`src/rtl/dht11_uart_reporter.sv`:
```
// DHT11 reporter: formats each measurement as "RH=hhh T=ttt" or "ERR" plus EOL on a byte UART; DHT11_RPT_SEQ_EN adds a "#NN " sequence prefix.
// Latency: done rise to first tx_start is 10 cycles for a valid sample (8-cycle BCD convert) and 2 cycles for an invalid one.
// Backpressure: one byte in flight; holds in LOAD while tx_busy=1 and steps on each busy high->low. A done edge while busy is dropped and sets overflow.
module dht11_uart_reporter #(
   parameter bit EOL_CRLF = 1'b1
) (
   input  logic       clk,
   input  logic       rst,
   input  logic       dht11_done,
   input  logic       dht11_valid,
   input  logic [7:0] rhdata,
   input  logic [7:0] t_data,
   input  logic       tx_busy,
   output logic       tx_start,
   output logic [7:0] tx_data,
   output logic       busy,
   output logic       overflow
);

`ifdef DHT11_RPT_SEQ_EN
   localparam int PRE_LEN = 4;
   localparam int IDX_W   = 5;
`else
   localparam int PRE_LEN = 0;
   localparam int IDX_W   = 4;
`endif
   localparam int EOL_LEN = EOL_CRLF ? 2 : 1;
   localparam logic [IDX_W-1:0] PRE      = IDX_W'(PRE_LEN);
   localparam logic [IDX_W-1:0] LAST_OK  = IDX_W'(PRE_LEN + 12 + EOL_LEN - 1);
   localparam logic [IDX_W-1:0] LAST_ERR = IDX_W'(PRE_LEN + 3 + EOL_LEN - 1);

   localparam logic [2:0] S_IDLE    = 3'd0;
   localparam logic [2:0] S_CONVERT = 3'd1;
   localparam logic [2:0] S_LOAD    = 3'd2;
   localparam logic [2:0] S_WAIT_HI = 3'd3;
   localparam logic [2:0] S_WAIT_LO = 3'd4;

   logic [2:0]       state;
   logic             done_d;
   logic             done_rise;
   logic             valid_q;
   logic [19:0]      dd_h;
   logic [19:0]      dd_t;
   logic [2:0]       conv_cnt;
   logic [IDX_W-1:0] idx;
   logic [IDX_W-1:0] pos;
   logic [IDX_W-1:0] body_len;
   logic [7:0]       body_byte;
   logic [7:0]       cur_byte;
   logic             last_byte;
`ifdef DHT11_RPT_SEQ_EN
   logic [7:0]       seq_q;
   logic [7:0]       pre_byte;
`endif

   // One double-dabble step: BCD in [19:8], remaining binary in [7:0].
   function automatic logic [19:0] dd_step(input logic [19:0] v);
      logic [19:0] r;
      r = v;
      for (int k = 0; k < 3; k++) begin
         if (r[8+4*k +: 4] >= 4'd5) r[8+4*k +: 4] = r[8+4*k +: 4] + 4'd3;
      end
      return {r[18:0], 1'b0};
   endfunction

   function automatic logic [7:0] dig(input logic [3:0] n);
      return 8'h30 + {4'h0, n};
   endfunction

`ifdef DHT11_RPT_SEQ_EN
   function automatic logic [7:0] hex_ascii(input logic [3:0] n);
      return (n < 4'd10) ? (8'h30 + {4'h0, n}) : (8'h37 + {4'h0, n});
   endfunction
`endif

   assign done_rise = dht11_done & ~done_d;
   assign busy      = (state != S_IDLE);

   always_comb begin
      pos       = idx - PRE;
      body_len  = valid_q ? IDX_W'(12) : IDX_W'(3);
      last_byte = valid_q ? (idx == LAST_OK) : (idx == LAST_ERR);
      body_byte = "R";
      if (valid_q) begin
         case (pos[3:0])
            4'd0:    body_byte = "R";
            4'd1:    body_byte = "H";
            4'd2:    body_byte = "=";
            4'd3:    body_byte = dig(dd_h[19:16]);
            4'd4:    body_byte = dig(dd_h[15:12]);
            4'd5:    body_byte = dig(dd_h[11:8]);
            4'd6:    body_byte = " ";
            4'd7:    body_byte = "T";
            4'd8:    body_byte = "=";
            4'd9:    body_byte = dig(dd_t[19:16]);
            4'd10:   body_byte = dig(dd_t[15:12]);
            default: body_byte = dig(dd_t[11:8]);
         endcase
      end else if (pos == IDX_W'(0)) begin
         body_byte = "E";
      end
`ifdef DHT11_RPT_SEQ_EN
      case (idx[1:0])
         2'd0:    pre_byte = "#";
         2'd1:    pre_byte = hex_ascii(seq_q[7:4]);
         2'd2:    pre_byte = hex_ascii(seq_q[3:0]);
         default: pre_byte = " ";
      endcase
`endif
      cur_byte = 8'h0A;
`ifdef DHT11_RPT_SEQ_EN
      if (idx < PRE) cur_byte = pre_byte;
      else
`endif
      if (pos < body_len) cur_byte = body_byte;
      else if (EOL_CRLF && (pos == body_len)) cur_byte = 8'h0D;
   end

   always_ff @(posedge clk) begin
      if (rst) begin
         state    <= S_IDLE;
         done_d   <= 1'b0;
         tx_start <= 1'b0;
         tx_data  <= 8'h00;
         overflow <= 1'b0;
         valid_q  <= 1'b0;
         dd_h     <= '0;
         dd_t     <= '0;
         conv_cnt <= '0;
         idx      <= '0;
`ifdef DHT11_RPT_SEQ_EN
         seq_q    <= 8'h00;
`endif
      end else begin
         done_d   <= dht11_done;
         tx_start <= 1'b0;
         if (done_rise && (state != S_IDLE)) overflow <= 1'b1;
         case (state)
            S_IDLE: begin
               if (done_rise) begin
                  dd_h     <= {12'h000, rhdata};
                  dd_t     <= {12'h000, t_data};
                  valid_q  <= dht11_valid;
                  conv_cnt <= '0;
                  idx      <= '0;
                  state    <= dht11_valid ? S_CONVERT : S_LOAD;
               end
            end
            S_CONVERT: begin
               dd_h     <= dd_step(dd_h);
               dd_t     <= dd_step(dd_t);
               conv_cnt <= conv_cnt + 3'd1;
               if (conv_cnt == 3'd7) state <= S_LOAD;
            end
            S_LOAD: begin
               if (!tx_busy) begin
                  tx_data  <= cur_byte;
                  tx_start <= 1'b1;
                  state    <= S_WAIT_HI;
               end
            end
            S_WAIT_HI: begin
               if (tx_busy) state <= S_WAIT_LO;
            end
            S_WAIT_LO: begin
               if (!tx_busy) begin
                  if (last_byte) begin
                     state <= S_IDLE;
`ifdef DHT11_RPT_SEQ_EN
                     seq_q <= seq_q + 8'd1;
`endif
                  end else begin
                     idx   <= idx + IDX_W'(1);
                     state <= S_LOAD;
                  end
               end
            end
            default: state <= S_IDLE;
         endcase
      end
   end

endmodule

```
`config.mk`:
```
export PLATFORM = sky130hd
export DESIGN_NAME = dht11_uart_reporter
export DESIGN_NICKNAME = d
export VERILOG_FILES = /design/src/rtl/dht11_uart_reporter.sv
export SDC_FILE = /design/constraint.sdc
export NUM_CORES = 1
export LEC_CHECK = 0
export CORE_MARGIN = 8
export CORE_UTILIZATION = 54
export CTS_BUF_LIST = sky130_fd_sc_hd__clkbuf_2 sky130_fd_sc_hd__clkbuf_4 sky130_fd_sc_hd__clkbuf_8
export DETAILED_ROUTE_END_ITERATION = 8
export GPL_TIMING_DRIVEN = 0
export PLACE_DENSITY = 0.78
export SETUP_SLACK_MARGIN = 0.02
export SLEW_MARGIN = 20
export SYNTH_ARGS = -nofsm -noshare
export SYNTH_HDL_FRONTEND = slang
export SYNTH_SLANG_ARGS = --single-unit
```
`constraint.sdc`:
```
create_clock -name clk -period 1.8 [get_ports clk]
set_input_delay 0.45 -clock clk [delete_from_list [all_inputs] [get_ports clk]]
set_output_delay 0.45 -clock clk [all_outputs]
set_load 0.1 [all_outputs]
```
==> flow_metrics.py <==
metrics = {
    "power": {
        "sw_frac_of_total_pct": 30.0,
        "power.total_mw": 3.91,
        "vdd_drop_max_v": 0.000637,
        "internal_power_mw": 2.73,
        "switchingPower_mw": 1.17,
        "seq_power_share_pct": 37.6,
        "clkPwrFrac_pct": 41.0,
        "cellPowerDensity_mw_per_mm2": 798,
        "leakage_nw": 1.81,
        "combPwrFrac_pct": 21.4,
    },
    "synth": {
        "synth_edf_count": 0,
        "avgSynthCellArea_um2": 7.73,
        "ys.flop_type": "dfxtp_1",
        "syn-num-nets": 506,
        "async_flop_share_pct": 0,
        "netlist_area_mm2": 0.00358,
        "ys_ff_latch": 61,
        "synthCells": 463,
        "synth.distinct_cells": 54,
        "seq_area_frac_synth_pct": 34.1,
        "yosys_warnings": 0,
    },
    "setup_path": {
        "reg2reg_depth": 7,
        "worstSetupPathType": "flop to flop",
        "crit_path_start_kind": "flop",
        "r2r_end": "state[1]",
        "cpPeakStageDelay_ps": 400,
        "worstPathArrival_ps": 2170,
        "path_max_fanout": 5,
        "rrSetupSlack_ps": -160,
        "r2r-start": "idx[0]",
        "required_ps": 2000,
        "end_kind": "flop",
        "worstPathCellList": "inv_6, ha_4, or3b_4, a21oi_4, a21oi_2, o211ai_1, a2111oi_2",
        "slowest_stage": "or3b_4",
        "setup.worst_path.start": "idx[0]",
        "setup.worst_path.end": "state[1]",
    },
    "min_path": {
        "hold_class": "flop to flop",
    },
    "sta": {
        "max_clock_freq_mhz": 510,
        "finalMaxSlewViolations": 0,
        "final_hold_viol_count": 0,
        "layout_setup_ws_ps": -162,
        "finalCriticalPeriod_ps": 1960,
        "hold-worst-slack_ps": 458,
        "relSlewSlack_pct": 51.7,
        "period_share_pct": 109,
        "setup_viol_count_final": 12,
        "clock_skew_ps": 18.4,
        "rsz0062_at_grt": "true",
        "worstMarginPinSlew_ps": 725,
        "tns_ps": -674,
    },
    "flow_run": {
        "drv_cap": 0,
    },
    "cells_and_area": {
        "diodes": 0,
        "layout_commonest_cell": "dfxtp_1",
        "final_cell_mix": "dfxtp_1, nand2_1, a21oi_1",
        "syn_to_final_growth_pct": 36.9,
        "drive_gt1_share_pct": 26.1,
        "nNetsFinal": 574,
        "num-fill-cells": 396,
    },
    "drt": {
        "ant_nets": 0,
        "wire_per_inst_um": 20.6,
        "vias": 4019,
        "drt_first_pass_iters": 6,
        "drc_errors": 0,
        "vias_per_cell": 6.56,
        "wirelength_um": 12600,
        "drtIter0Drc": 471,
    },
    "floorplanning": {
        "die_y_um": 97.4,
        "die_x_um": 97.4,
        "fp.dieArea_mm2": 0.00949,
        "ioPinCount": 32,
        "core_area_mm2": 0.00639,
        "start_util_pct": 56.1,
        "fp-row-count": 29,
    },
    "clocking": {
        "clkSlewWorstSetupHoldPaths_ps": 90,
        "cts-root-buf": "clkbuf_8",
        "clock_latency_ps": 360,
        "cts_tree": "yes",
        "cts_buffer_depth": 2,
        "h-tree-depth": 3,
        "clock_sinks": 61,
        "hold_buffers": 0,
        "cts_buffers": 9,
    },
    "global_route": {
        "antenna_found_initial": 0,
        "grt_usage_pct": 21.3,
        "grt_pass1_vias": 3464,
        "grt_max_degree": 12,
        "grt_pass1_wl_um": 17000,
        "grt_overflow": 0,
    },
    "placement": {
        "dp_hpwl_um": 6830,
        "place_ws_ps": -524,
        "gp_congestion": 0.936,
        "port_buffers": 29,
    },
    "status": {
        "outcome": "finished, violations left",
        "violations": "setup timing",
    },
}
## synth_stat cells, drive strengths merged, types with 15 or more instances
master,count,area [µm²]
nor3,19,95.1
o21ai,25,125
inv,21,78.8
nand3,37,185
ha,22,275
buf,20,129
dfxtp,61,1220
nor2,43,176
a21oi,48,244
clkbuf,16,61.3
a311oi,15,169
nand2,56,210
## worst min path at each step
stage	from	to	cells after the start
global placement	tx_data[5]	tx_data[5]	2
finish	tx_data[5]	tx_data[5]	2
CTS	tx_data[5]	tx_data[5]	2
floorplan	dd_h[7]	dd_h[8]	2
detailed placement	tx_data[5]	tx_data[5]	2
global route	dd_h[7]	dd_h[8]	2
## cell type report
| type | instances | area (µm²) | share of cell area, % |
|---|---|---|---|
| clock inverter | 5 | 106 | 2.17 |
| timing repair buffer | 59 | 579 | 11.8 |
| multi-input combinational | 345 | 2390 | 48.7 |
| sequential | 61 | 1230 | 25.2 |
| buffer | 34 | 251 | 5.13 |
| tap | 77 | 96.3 | 1.97 |
| inverter | 21 | 93.8 | 1.92 |
| clock buffer | 11 | 151 | 3.09 |
## critical path: cells and delay by family (launching register included)
family / cells / cell delay (ps)
adders and majority gates: 1 / 170
AOI/OAI and AO/OA: 4 / 780
and+or+nand+nor: 1 / 400
buffers and inverters: 1 / 90
DFF: 1 / 380
## registers in the layout, indices dropped and copies added, names as in the netlist
register / cells
tx_start: 1
tx_data: 7
done_d: 1
dd_h: 20
dd_t: 20
valid_q: 1
state: 3
overflow: 1
conv_cnt: 3
idx: 4
## power groups by stage
| stage | sequential (mW) | combinational [mW] | clock, mW |
|---|---|---|---|
| 2_1_floorplan | 1.55 | 0.398 | 0 |
| 3_3_place_gp | 1.49 | 0.640 | 0 |
| 4_1_cts | 1.46 | 0.684 | 1.58 |
| 6_report | 1.47 | 0.837 | 1.60 |
| 5_1_grt | 1.47 | 0.886 | 1.66 |
| 3_5_place_dp | 1.50 | 0.650 | 0 |
## stage by stage
step / instance area [µm²] / std cells / utilization (%)
detailed placement: 3970 / 569 / 62.1
global route: 4900 / 613 / 76.7
CTS: 4420 / 588 / 69.2
floorplan: 3580 / 463 / -
global placement: 3970 / 569 / 62.1
finish: 4900 / 613 / 76.7
## logic make-up (layout without fill, tap and decap cells)
group                    count (synthesis)  after routing  synth area share, %
AO/OA/AOI/OAI                          119            119                 21.7
flip-flops                              61             61                 34.1
AND/OR/NAND/NOR                        188            188                 25.1
adder cells (fa/ha/maj)                 22             22                 7.69
other                                    1              1                0.105
buffers and inverters                   57            130                 7.51
multiplexers                             3              3                0.839
XOR/XNOR                                12             12                 2.94
## metal layers
| metal | track usage [%] | routed length, µm | up-vias |
|---|---|---|---|
| met1 | 26.8 | 4860 | 1882 |
| met2 | 35.0 | 5990 | 302 |
| met5 | 0 | 0 | - |
| met4 | 8.28 | 535 | 0 |
| met3 | 3.84 | 1230 | 69 |
| li1 | - | - | 1766 |
## what timing repair did
action	in CTS	in global routing
pin swaps	2	25
cloned	0	3
endpoints found under the setup margin	56	49
gates resized for setup	76	83
setup buffers	3	24
(Power assumes the default switching activity.)
